### src/rtl/pid_pkg.sv
// Shared types and default sizing for the PID controller.
package pid_pkg;

   // Sequencer states, one multiplier pass per gain.
   typedef enum logic [2:0] {
      S_IDLE,
      S_ERR,
      S_MUL_P,
      S_MUL_I,
      S_MUL_D,
      S_SUM,
      S_OUT
   } pid_state_t;

   localparam int PID_REF_W     = 12;
   localparam int PID_FB_W      = 13;
   localparam int PID_GAIN_W    = 8;
   localparam int PID_FRAC_BITS = 4;
   localparam int PID_OUT_W     = 12;
   localparam int PID_ACC_W     = 24;

endpackage

### src/rtl/pid_mult_unit.sv
// Registered signed x unsigned multiply, scaled down by the gain fraction bits.
module pid_mult_unit #(
   parameter int A_W       = 15,
   parameter int GAIN_W    = 8,
   parameter int FRAC_BITS = 4,
   parameter int ACC_W     = 24
) (
   input  logic                    i_clk,
   input  logic                    i_n_reset,
   input  logic signed [A_W-1:0]   i_a,
   input  logic [GAIN_W-1:0]       i_b,
   output logic signed [ACC_W-1:0] o_res
);

   localparam int P_W = A_W + GAIN_W + 1;
   localparam int X_W = (P_W > ACC_W) ? P_W : ACC_W;

   logic signed [X_W-1:0]   a_x;
   logic signed [X_W-1:0]   b_x;
   logic signed [X_W-1:0]   prod;
   logic signed [X_W-1:0]   shifted;
   logic signed [ACC_W-1:0] res_d;
   logic signed [ACC_W-1:0] res_q;

   // Widen both operands (gain is zero-extended), multiply, arithmetic shift.
   always_comb begin
      a_x     = X_W'(i_a);
      b_x     = X_W'(i_b);
      prod    = a_x * b_x;
      shifted = prod >>> FRAC_BITS;
      res_d   = shifted[ACC_W-1:0];
   end

   // Product register: result is available one cycle after the operands.
   always_ff @(posedge i_clk or negedge i_n_reset) begin
      if (!i_n_reset) begin
         res_q <= '0;
      end else begin
         res_q <= res_d;
      end
   end

   assign o_res = res_q;

endmodule

### src/rtl/pid_controller.sv
// Sequential PID controller sharing one multiplier across P, I and D terms.
//
//   state  | meaning
//   IDLE   | waiting for an enabled sample strobe
//   ERR    | e = ref - plant, de = e - e_prev
//   MUL_P  | multiplier fed Kp*e
//   MUL_I  | multiplier fed Ki*e, P captured
//   MUL_D  | multiplier fed Kd*de, integrator updated
//   SUM    | P + I + D clamped to the output range
//   OUT    | outputs registered, valid pulsed
module pid_controller
   import pid_pkg::*;
#(
   parameter int REF_W     = PID_REF_W,
   parameter int FB_W      = PID_FB_W,
   parameter int GAIN_W    = PID_GAIN_W,
   parameter int FRAC_BITS = PID_FRAC_BITS,
   parameter int OUT_W     = PID_OUT_W,
   parameter int ACC_W     = PID_ACC_W
) (
   input  logic                    i_clk,
   input  logic                    i_n_reset,
   input  logic                    i_enable_control,
   input  logic                    i_sample_valid,
   input  logic                    i_clear_integral,
   input  logic [GAIN_W-1:0]       i_p_gain,
   input  logic [GAIN_W-1:0]       i_i_gain,
   input  logic [GAIN_W-1:0]       i_d_gain,
   input  logic [REF_W-1:0]        i_reference,
   input  logic [FB_W-1:0]         i_plant_output,
   output logic [OUT_W-1:0]        o_control_input,
   output logic                    o_control_valid,
   output logic signed [FB_W+1:0]  o_error,
   output logic signed [ACC_W-1:0] o_p_term,
   output logic signed [ACC_W-1:0] o_i_term,
   output logic signed [ACC_W-1:0] o_d_term,
   output logic                    o_saturated,
   output logic                    o_overrun,
   output logic                    o_busy
);

   localparam int E_W = FB_W + 2;
   localparam int S_W = ACC_W + 2;

   localparam logic signed [ACC_W:0] I_MAX = {2'b00, {(ACC_W-1){1'b1}}};
   localparam logic signed [ACC_W:0] I_MIN = -I_MAX;
   localparam logic signed [S_W-1:0] O_MAX = {{(S_W-OUT_W){1'b0}}, {OUT_W{1'b1}}};

   pid_state_t state_q, state_d;

   logic [REF_W-1:0]        ref_q, ref_d;
   logic [FB_W-1:0]         plant_q, plant_d;
   logic signed [E_W-1:0]   e_q, e_d;
   logic signed [E_W-1:0]   de_q, de_d;
   logic signed [E_W-1:0]   e_prev_q, e_prev_d;
   logic signed [ACC_W-1:0] p_q, p_d;
   logic signed [ACC_W-1:0] i_acc_q, i_acc_d;
   logic signed [ACC_W-1:0] i_pend_q, i_pend_d;
   logic signed [ACC_W-1:0] d_pend_q, d_pend_d;
   logic [OUT_W-1:0]        ctrl_pend_q, ctrl_pend_d;
   logic                    hi_pend_q, hi_pend_d;
   logic                    lo_pend_q, lo_pend_d;

   logic [OUT_W-1:0]        ctrl_q, ctrl_d;
   logic                    valid_q, valid_d;
   logic signed [E_W-1:0]   err_out_q, err_out_d;
   logic signed [ACC_W-1:0] p_out_q, p_out_d;
   logic signed [ACC_W-1:0] i_out_q, i_out_d;
   logic signed [ACC_W-1:0] d_out_q, d_out_d;
   logic                    sat_hi_q, sat_hi_d;
   logic                    sat_lo_q, sat_lo_d;
   logic                    overrun_q, overrun_d;

   logic signed [E_W-1:0]   mult_a;
   logic [GAIN_W-1:0]       mult_b;
   logic signed [ACC_W-1:0] mult_res;

   logic signed [E_W-1:0]   ref_x;
   logic signed [E_W-1:0]   plant_x;
   logic signed [E_W-1:0]   e_calc;
   logic signed [E_W-1:0]   de_calc;
   logic signed [ACC_W:0]   i_sum;
   logic signed [ACC_W-1:0] i_clamped;
   logic                    skip_i;
   logic signed [S_W-1:0]   sum_calc;
   logic [OUT_W-1:0]        sum_ctrl;
   logic                    sum_hi;
   logic                    sum_lo;

   pid_mult_unit #(
      .A_W       (E_W),
      .GAIN_W    (GAIN_W),
      .FRAC_BITS (FRAC_BITS),
      .ACC_W     (ACC_W)
   ) u_mult (
      .i_clk     (i_clk),
      .i_n_reset (i_n_reset),
      .i_a       (mult_a),
      .i_b       (mult_b),
      .o_res     (mult_res)
   );

   // Datapath arithmetic shared by the state decode below.
   always_comb begin
      ref_x   = E_W'(ref_q);
      plant_x = E_W'(plant_q);
      e_calc  = ref_x - plant_x;
      de_calc = e_calc - e_prev_q;

      i_sum = (ACC_W+1)'(i_acc_q) + (ACC_W+1)'(mult_res);
      if (i_sum > I_MAX) begin
         i_clamped = I_MAX[ACC_W-1:0];
      end else if (i_sum < I_MIN) begin
         i_clamped = I_MIN[ACC_W-1:0];
      end else begin
         i_clamped = i_sum[ACC_W-1:0];
      end

      // Hold the integrator while the output is pinned and e pushes further out.
      skip_i = (sat_hi_q && !e_q[E_W-1] && (e_q != '0)) || (sat_lo_q && e_q[E_W-1]);

      // In SUM the multiplier register holds the D product.
      sum_calc = S_W'(p_q) + S_W'(i_acc_q) + S_W'(mult_res);
      sum_hi   = 1'b0;
      sum_lo   = 1'b0;
      if (sum_calc > O_MAX) begin
         sum_ctrl = '1;
         sum_hi   = 1'b1;
      end else if (sum_calc[S_W-1]) begin
         sum_ctrl = '0;
         sum_lo   = 1'b1;
      end else begin
         sum_ctrl = sum_calc[OUT_W-1:0];
      end
   end

   // Next-state, multiplier operand select and register updates.
   always_comb begin
      state_d     = state_q;
      ref_d       = ref_q;
      plant_d     = plant_q;
      e_d         = e_q;
      de_d        = de_q;
      e_prev_d    = e_prev_q;
      p_d         = p_q;
      i_acc_d     = i_acc_q;
      i_pend_d    = i_pend_q;
      d_pend_d    = d_pend_q;
      ctrl_pend_d = ctrl_pend_q;
      hi_pend_d   = hi_pend_q;
      lo_pend_d   = lo_pend_q;
      ctrl_d      = ctrl_q;
      valid_d     = 1'b0;
      err_out_d   = err_out_q;
      p_out_d     = p_out_q;
      i_out_d     = i_out_q;
      d_out_d     = d_out_q;
      sat_hi_d    = sat_hi_q;
      sat_lo_d    = sat_lo_q;
      overrun_d   = overrun_q;
      mult_a      = '0;
      mult_b      = '0;

      case (state_q)
         S_IDLE: begin
            if (i_sample_valid && i_enable_control) begin
               ref_d   = i_reference;
               plant_d = i_plant_output;
               state_d = S_ERR;
            end
         end
         S_ERR: begin
            e_d      = e_calc;
            de_d     = de_calc;
            e_prev_d = e_calc;
            state_d  = S_MUL_P;
         end
         S_MUL_P: begin
            mult_a  = e_q;
            mult_b  = i_p_gain;
            state_d = S_MUL_I;
         end
         S_MUL_I: begin
            mult_a  = e_q;
            mult_b  = i_i_gain;
            p_d     = mult_res;
            state_d = S_MUL_D;
         end
         S_MUL_D: begin
            mult_a  = de_q;
            mult_b  = i_d_gain;
            if (!skip_i) begin
               i_acc_d = i_clamped;
            end
            state_d = S_SUM;
         end
         S_SUM: begin
            d_pend_d    = mult_res;
            i_pend_d    = i_acc_q;
            ctrl_pend_d = sum_ctrl;
            hi_pend_d   = sum_hi;
            lo_pend_d   = sum_lo;
            state_d     = S_OUT;
         end
         S_OUT: begin
            ctrl_d    = ctrl_pend_q;
            sat_hi_d  = hi_pend_q;
            sat_lo_d  = lo_pend_q;
            err_out_d = e_q;
            p_out_d   = p_q;
            i_out_d   = i_pend_q;
            d_out_d   = d_pend_q;
            valid_d   = 1'b1;
            state_d   = S_IDLE;
         end
         default: begin
            state_d = S_IDLE;
         end
      endcase

      if (i_sample_valid && (state_q != S_IDLE)) begin
         overrun_d = 1'b1;
      end

      // Clear takes priority over an integrator update on the same edge.
      if (i_clear_integral) begin
         i_acc_d   = '0;
         e_prev_d  = '0;
         overrun_d = 1'b0;
      end
   end

   // State and datapath registers.
   always_ff @(posedge i_clk or negedge i_n_reset) begin
      if (!i_n_reset) begin
         state_q     <= S_IDLE;
         ref_q       <= '0;
         plant_q     <= '0;
         e_q         <= '0;
         de_q        <= '0;
         e_prev_q    <= '0;
         p_q         <= '0;
         i_acc_q     <= '0;
         i_pend_q    <= '0;
         d_pend_q    <= '0;
         ctrl_pend_q <= '0;
         hi_pend_q   <= 1'b0;
         lo_pend_q   <= 1'b0;
         ctrl_q      <= '0;
         valid_q     <= 1'b0;
         err_out_q   <= '0;
         p_out_q     <= '0;
         i_out_q     <= '0;
         d_out_q     <= '0;
         sat_hi_q    <= 1'b0;
         sat_lo_q    <= 1'b0;
         overrun_q   <= 1'b0;
      end else begin
         state_q     <= state_d;
         ref_q       <= ref_d;
         plant_q     <= plant_d;
         e_q         <= e_d;
         de_q        <= de_d;
         e_prev_q    <= e_prev_d;
         p_q         <= p_d;
         i_acc_q     <= i_acc_d;
         i_pend_q    <= i_pend_d;
         d_pend_q    <= d_pend_d;
         ctrl_pend_q <= ctrl_pend_d;
         hi_pend_q   <= hi_pend_d;
         lo_pend_q   <= lo_pend_d;
         ctrl_q      <= ctrl_d;
         valid_q     <= valid_d;
         err_out_q   <= err_out_d;
         p_out_q     <= p_out_d;
         i_out_q     <= i_out_d;
         d_out_q     <= d_out_d;
         sat_hi_q    <= sat_hi_d;
         sat_lo_q    <= sat_lo_d;
         overrun_q   <= overrun_d;
      end
   end

   assign o_control_input = ctrl_q;
   assign o_control_valid = valid_q;
   assign o_error         = err_out_q;
   assign o_p_term        = p_out_q;
   assign o_i_term        = i_out_q;
   assign o_d_term        = d_out_q;
   assign o_saturated     = sat_hi_q | sat_lo_q;
   assign o_overrun       = overrun_q;
   assign o_busy          = (state_q != S_IDLE);

endmodule

### config.mk
export PLATFORM = sky130hd
export DESIGN_NAME = pid_controller
export DESIGN_NICKNAME = d
export VERILOG_FILES = /design/src/rtl/pid_pkg.sv /design/src/rtl/pid_mult_unit.sv /design/src/rtl/pid_controller.sv
export SDC_FILE = /design/constraint.sdc
export NUM_CORES = 1
export LEC_CHECK = 0
export ABC_AREA = 1
export CAP_MARGIN = 20
export CORE_MARGIN = 2
export CORE_UTILIZATION = 30
export DETAILED_ROUTE_END_ITERATION = 6
export PLACE_DENSITY = 0.51
export SYNTH_ARGS = -nofsm -noshare
export SYNTH_HDL_FRONTEND = slang
export SYNTH_SLANG_ARGS = --single-unit
### constraint.sdc
create_clock -name i_clk -period 12.6 [get_ports i_clk]
set_input_delay 1.26 -clock i_clk [delete_from_list [all_inputs] [get_ports i_clk]]
set_output_delay 1.26 -clock i_clk [all_outputs]
set_load 0.005 [all_outputs]
# ---- Yosys cells after proc, flatten, opt, wreduce, memory -nomap -nowiden
# Cells that the tools add are included.
dict set report word_totals {
  wordCells 76
  reg_bits 288
  output_inout_bits 103
}
dict set report op_classes {
  n_eq_ne 8
  n_addsub 5
  n_mux 19
  n_reduce_logical 16
  multipliers 1
  magnitude_cmp 3
  n_bitwise 1
}
# cell n
set ops {}
lappend ops {{24-bit 2-to-1 mux} 5}
lappend ops {{15-bit 2-to-1 mux} 2}
lappend ops {{15-bit case mux with 2 select lines} 1}
lappend ops {{25-bit by 20-bit adder with 26-bit output} 1}
lappend ops {{26-bit by 13-bit > comparator with 1-bit output (second input constant)} 1}
lappend ops {{20-bit by 24-bit adder with 25-bit output} 1}
lappend ops {{24-bit by 20-bit adder with 25-bit output} 1}
lappend ops {{25-bit by 24-bit > comparator with 1-bit output (second input constant)} 1}
lappend ops {{25-bit by 24-bit < comparator with 1-bit output (second input constant)} 1}
lappend ops {{15-bit by 9-bit multiplier with 24-bit output} 1}
lappend ops {{12-bit 2-to-1 mux} 2}
lappend ops {{8-bit case mux with 3 select lines} 1}
lappend ops {{3-bit case mux with 6 select lines} 1}
lappend ops {{15-bit nonzero test} 1}
lappend ops {{14-bit by 15-bit subtractor with 15-bit output} 1}
lappend ops {{12-bit by 13-bit subtractor with 14-bit output} 1}
lappend ops {{3-bit equality test (second input constant)} 3}
lappend ops {{3-bit by 2-bit equality test with 1-bit output (second input constant)} 2}
lappend ops {{1-bit 2-to-1 mux} 6}
lappend ops {{2-bit nonzero test} 3}
lappend ops {{1-bit logical AND} 5}
lappend ops {{2-bit != test (second input constant)} 2}
lappend ops {{2-bit AND reduction} 2}
lappend ops {{3-bit by 1-bit equality test with 1-bit output (second input constant)} 1}
lappend ops {{other kinds (7)} 7}

# ---- Depth between registers and ports, before layout
dict set report depth {
  depth_word 7
  depth_mapped 28
  mapped_depth_nobuf 27
}

# ---- By module
# Synthesis repeated with hierarchy kept, for this count alone.
dict set report hier_totals {
  hier_cells 2890
  hier_area_um2 21754.6
}
# module cells_each area_per_inst_um2 instances
set by_module_without_submodules {}
lappend by_module_without_submodules {pid_controller 2151 16389.5 1}
lappend by_module_without_submodules {pid_mult_unit 739 5365.1 1}

# ---- Worst setup path after synthesis
# OpenSTA, ideal clock, no wires.
dict set report synth_timing {
  kind {input-to-reg}
  startpoint {input port i_p_gain[2]}
  endpoint {register u_mult.res_q[18], in the netlist u_mult.o_res[18]}
  cell_stages 26
  setup_time_ps 80
  arrival_ps 5585
  required_time_ps 12520
  path_slack_ps 6935
  path_buffers 1
  cell_sequence {inv_1 -> nor2_1 -> a221oi_1 -> inv_1 -> clkbuf_1 -> nand2_1 -> fa_1 -> inv_1 -> fa_1 -> inv_1 -> fa_1 -> fa_1 -> inv_1 -> ha_1 -> a21oi_1 -> nand2_1 -> nand2_1 -> nand2_1 -> nand2_1 -> nand2_1 -> a21oi_1 -> o21ai_0 -> a21oi_1 -> nor2_1 -> nor2_1 -> xnor2_1}
}
dict set report synth_between {
  elab_chain_len 2
}
# item line_no
set synth_rtl {}
lappend synth_rtl {{from (decl)} pid_controller.sv:26} ;# input logic [GAIN_W-1:0] i_p_gain,
lappend synth_rtl {{8-bit case mux with 3 select lines} pid_controller.sv:164} ;# case (state_q)
lappend synth_rtl {{15-bit by 9-bit multiplier with 24-bit output} pid_mult_unit.sv:29} ;# prod = a_x * b_x;
lappend synth_rtl {{via u_mult.prod[22]} pid_mult_unit.sv:20} ;# logic signed [X_W-1:0] prod;
lappend synth_rtl {{to (signal assigned)} pid_mult_unit.sv:39} ;# res_q <= res_d;
lappend synth_rtl {{to (decl)} pid_mult_unit.sv:23} ;# logic signed [ACC_W-1:0] res_q;
# The timed path passes the listed nets, and every way through them passes these cells.
# A chain may end at the register's enable or synchronous reset.

# ---- Worst setup path after layout
dict set report layout_timing {
  startpoint {input port i_p_gain[2]}
  endpoint {register u_mult.res_q[12], in the netlist u_mult.o_res[12]}
}
# The elaborated chain is that of the path after synthesis.

==> Implementation_results.wiki <==
{| class="wikitable"
! Metric !! Value
|-
| Most common cell after layout, fill and taps aside || nand2_1
|-
| Most heavily used metal layer in global routing || met2
|-
| Total vias in the final route || 16300
|-
| Main area contributors after synthesis || dfrtp_1, nand2_1, fa_1, inv_1, ha_1
|-
| Met1 Use GR || 23.0%
|-
| HPWL after DPL || 45.8 mm
|-
| Area overhead of the layout relative to synthesis || 17.8%
|-
| Worst setup path startpoint || i_p_gain[2]
|-
| Post-Synthesis Net Count || 2848
|-
| Cell type contributing the most total cell area after synthesis || dfrtp_1
|-
| Net count reported at finish || 2979
|-
| CTS Buffer Depth || 3
|-
| Status || complete, no violations
|-
| Class of the tightest hold or removal check || reg2reg
|-
| Setup Total Neg Slack || 0 ps
|-
| Kind of critical path || in2reg
|-
| Syn Inst Count || 2551
|-
| Number of flops mapped to enable cells by yosys || 0
|-
| Number of nets with antenna violations after routing || 0
|-
| Required time of the worst setup path || 13000 ps
|-
| Post-route DRC violation count || 0
|-
| Top-level I/O count || 157
|-
| Number of cells traversed by the worst hold path || 2
|-
| Number of resized instances in the post-cts repair step || 0
|-
| Clock edge transition at the registers on the reported setup and hold paths || 60 ps
|-
| Wire length reported by the detailed router || 57.1 mm
|-
| Number of buffers inserted by port buffering || 156
|-
| Crit path time final || 6320 ps
|-
| Number of fillers in the final layout || 7030
|-
| Share of the cycle needed by the critical path after routing || 50.2%
|-
| Via count normalized by instance count || 4.57
|-
| Clock tree from TritonCTS || yes
|-
| Final hold slack || 470 ps
|-
| Cell chosen for the clock root || clkbuf_16
|-
| Antenna diode count || 0
|-
| Final hold viol count || 0
|-
| Maximum number of pins on one net before global-route repair || 161
|-
| Initial Utilization || 30.2%
|-
| Global-route wire length before repair || 93.1 mm
|-
| PD cells || 256 nW/um2
|-
| Clock Skews || 19.4 ps
|-
| Max-slew violation count || 0
|-
| Startpoint of the most critical register-to-register path || state_q[2]
|-
| Pre-CTS WS || 5830 ps
|-
| Via count of the first global-routing pass || 16900
|-
| Count of hold buffers inserted by post-cts repair || 0
|-
| Startpoint Class || input port
|-
| Level count of the clock H-tree || 2
|-
| Initial antenna violation count || 0
|-
| Setup violations, final || 0
|-
| Largest vdd supply drop || 0.000128 V
|-
| Slew HR || 31.1%
|-
| Number of violations reported at the end of detailed-routing iteration 0 || 1062
|-
| Ratio of cells with drive above 1 in the final layout || 5.13%
|-
| Kind of end point of the critical path || flip-flop
|-
| Met3 layer usage reported by global route || 1.88%
|-
| Area of the mapped netlist || 20200 um2
|-
| Insertion delay to the later sink of the worst-skew pair || 540 ps
|-
| Maximum Capacitance Violations || 0
|-
| Chip Width || 264 um
|-
| Routed wire per std cell || 15.9 um
|-
| Least setup slack across all paths after layout || 6280 ps
|-
| Syn Area/Cell || 7.94 um2
|-
| Most used cell, CP || nand2_1
|-
| Flop and latch count out of synthesis || 287
|-
| Peak per-stage delay on the critical path || 550 ps
|-
| CTS buffer count || 34
|-
| Met2 Use GR || 27.7%
|-
| Achievable clock frequency || 0.158 GHz
|-
| Number of sinks handled by clock tree synthesis || 287
|-
| Share of the synthesized area in the top cell type || 35.5%
|-
| Number of detailed-route iterations in the first pass || 7
|-
| Largest driver fanout on the critical path || 12
|-
| Most frequent cells in the layout || nand2_1, inv_1, dfrtp_1
|-
| Most used flip-flop cell after synthesis || dfrtp_1
|-
| Floorplan core area || 67000 um2
|-
| Static power due to leakage || 12.4 nW
|-
| Die Area || 69600 um2
|-
| Critical path data arrival time || 6730 ps
|-
| Die height || 264 um
|-
| Number of different library cells in the post-synthesis netlist || 44
|-
| Total of warnings raised by yosys || 0
|-
| Row cnt || 95
|-
| Overall overflow remaining after global route || 0
|-
| Proportion of synthesized chip area in sequential cells || 35.5%
|-
| R2r worst-path depth || 24
|-
| Library cell contributing the largest single delay on the critical path || fa_1
|-
| Unrepaired setup endpoints after global routing || no
|-
| GP Congestion || 0.915
|-
| Worst Tran Pin Value || 1030 ps
|-
| Setup bufs post-CTS || 0
|-
| Fraction of synthesis flops using an asynchronous set or reset pin || 100%
|-
| Hold Startpoint || o_i_term[11]
|-
| Total global-route track usage || 16.8%
|-
| Post-Route Utilization || 35.6%
|}
==> power by group <==
part | switching, mW | total (mW) | internal (mW)
clock | 0.395 | 0.980 | 0.585
sequential | 0.287 | 1.57 | 1.29
combinational | 2.17 | 3.55 | 1.38
total | 2.85 | 6.11 | 3.25
==> sequential cells by signal (all words and copies together) (netlist names), 15 cells and up <==
register      flops
d_pend_q         20
de_q             15
i_acc_q          24
i_pend_q         24
o_d_term         20
o_i_term         24
o_p_term         20
p_q              20
u_mult.o_res     20
==> final cells by class <==
class | count | area (um2) | share of cell area [%]
clock buffers | 50 | 981 | 4.11
clock inverters | 11 | 135 | 0.567
inverters | 440 | 1650 | 6.93
multi-input cells | 1749 | 11100 | 46.5
flip-flops and latches | 287 | 7180 | 30.1
well taps | 873 | 1090 | 4.58
repair buffers | 170 | 1720 | 7.23
==> worst max-delay path: cells and delay by family <==
kind | cells | cell delay, ps
compound gates | 4 | 1230
xor+xnor | 1 | 170
fa+ha+maj | 5 | 2180
buf+inv | 6 | 1060
simple gates | 9 | 810
==> kinds of logic (layout without fill, tap and decap cells) <==
kind of cell             Yosys count  after routing  share of synthesized area, %
AO/OA/AOI/OAI                    339            339                          9.28
XOR/XNOR                          56             56                          2.46
adder cells (fa/ha/maj)          243            243                          19.6
buffers and inverters            515            671                          9.91
flip-flops                       287            287                          35.5
multiplexers                      24             24                          1.33
AND/OR/NAND/NOR                 1087           1087                          21.9
==> stage by stage <==
stage / power, mW / area (um2) / instances
after floorplan: 3.98 / 20200 / 2551
after global placement: 5.10 / 22700 / 3517
after detailed placement: 5.14 / 22700 / 3517
after CTS: 6.16 / 23800 / 3578
after global routing: 6.75 / 23800 / 3580
final: 6.11 / 23800 / 3580
==> synth_stat cells (7+ instances only) <==
cell / instances
nand3_1: 75
dfrtp_1: 287
clkbuf_1: 53
buf_4: 10
mux2_2: 24
a21oi_1: 129
nand2_1: 730
nand3_2: 8
fa_1: 124
xnor2_1: 17
inv_1: 431
o21ai_0: 139
a21boi_0: 7
nor3_1: 17
nor2_1: 190
nor2_2: 7
nand3b_1: 13
o21bai_1: 9
o22ai_1: 18
a21boi_1: 9
nand4_1: 28
xor2_1: 38
inv_2: 7
ha_1: 119
==> worst paths after layout <==
kind	endpoint	slack, ps
worst max register to register	u_mult.o_res[12]	6300
min in group asynchronous	o_d_term[6]	780
worst min register to register	o_i_term[11]	470
max in group asynchronous	e_prev_q[12]	10430
worst min-delay path	o_i_term[11]	470
worst max-delay path	u_mult.o_res[12]	6280
==> per-layer routing <==
metal,up-vias,wire (um)
li1,8223,-
met1,7722,27600
met2,318,26000
met3,80,1810
met4,0,1710
met5,-,0
Note: power is estimated with default switching activity, not from simulation.
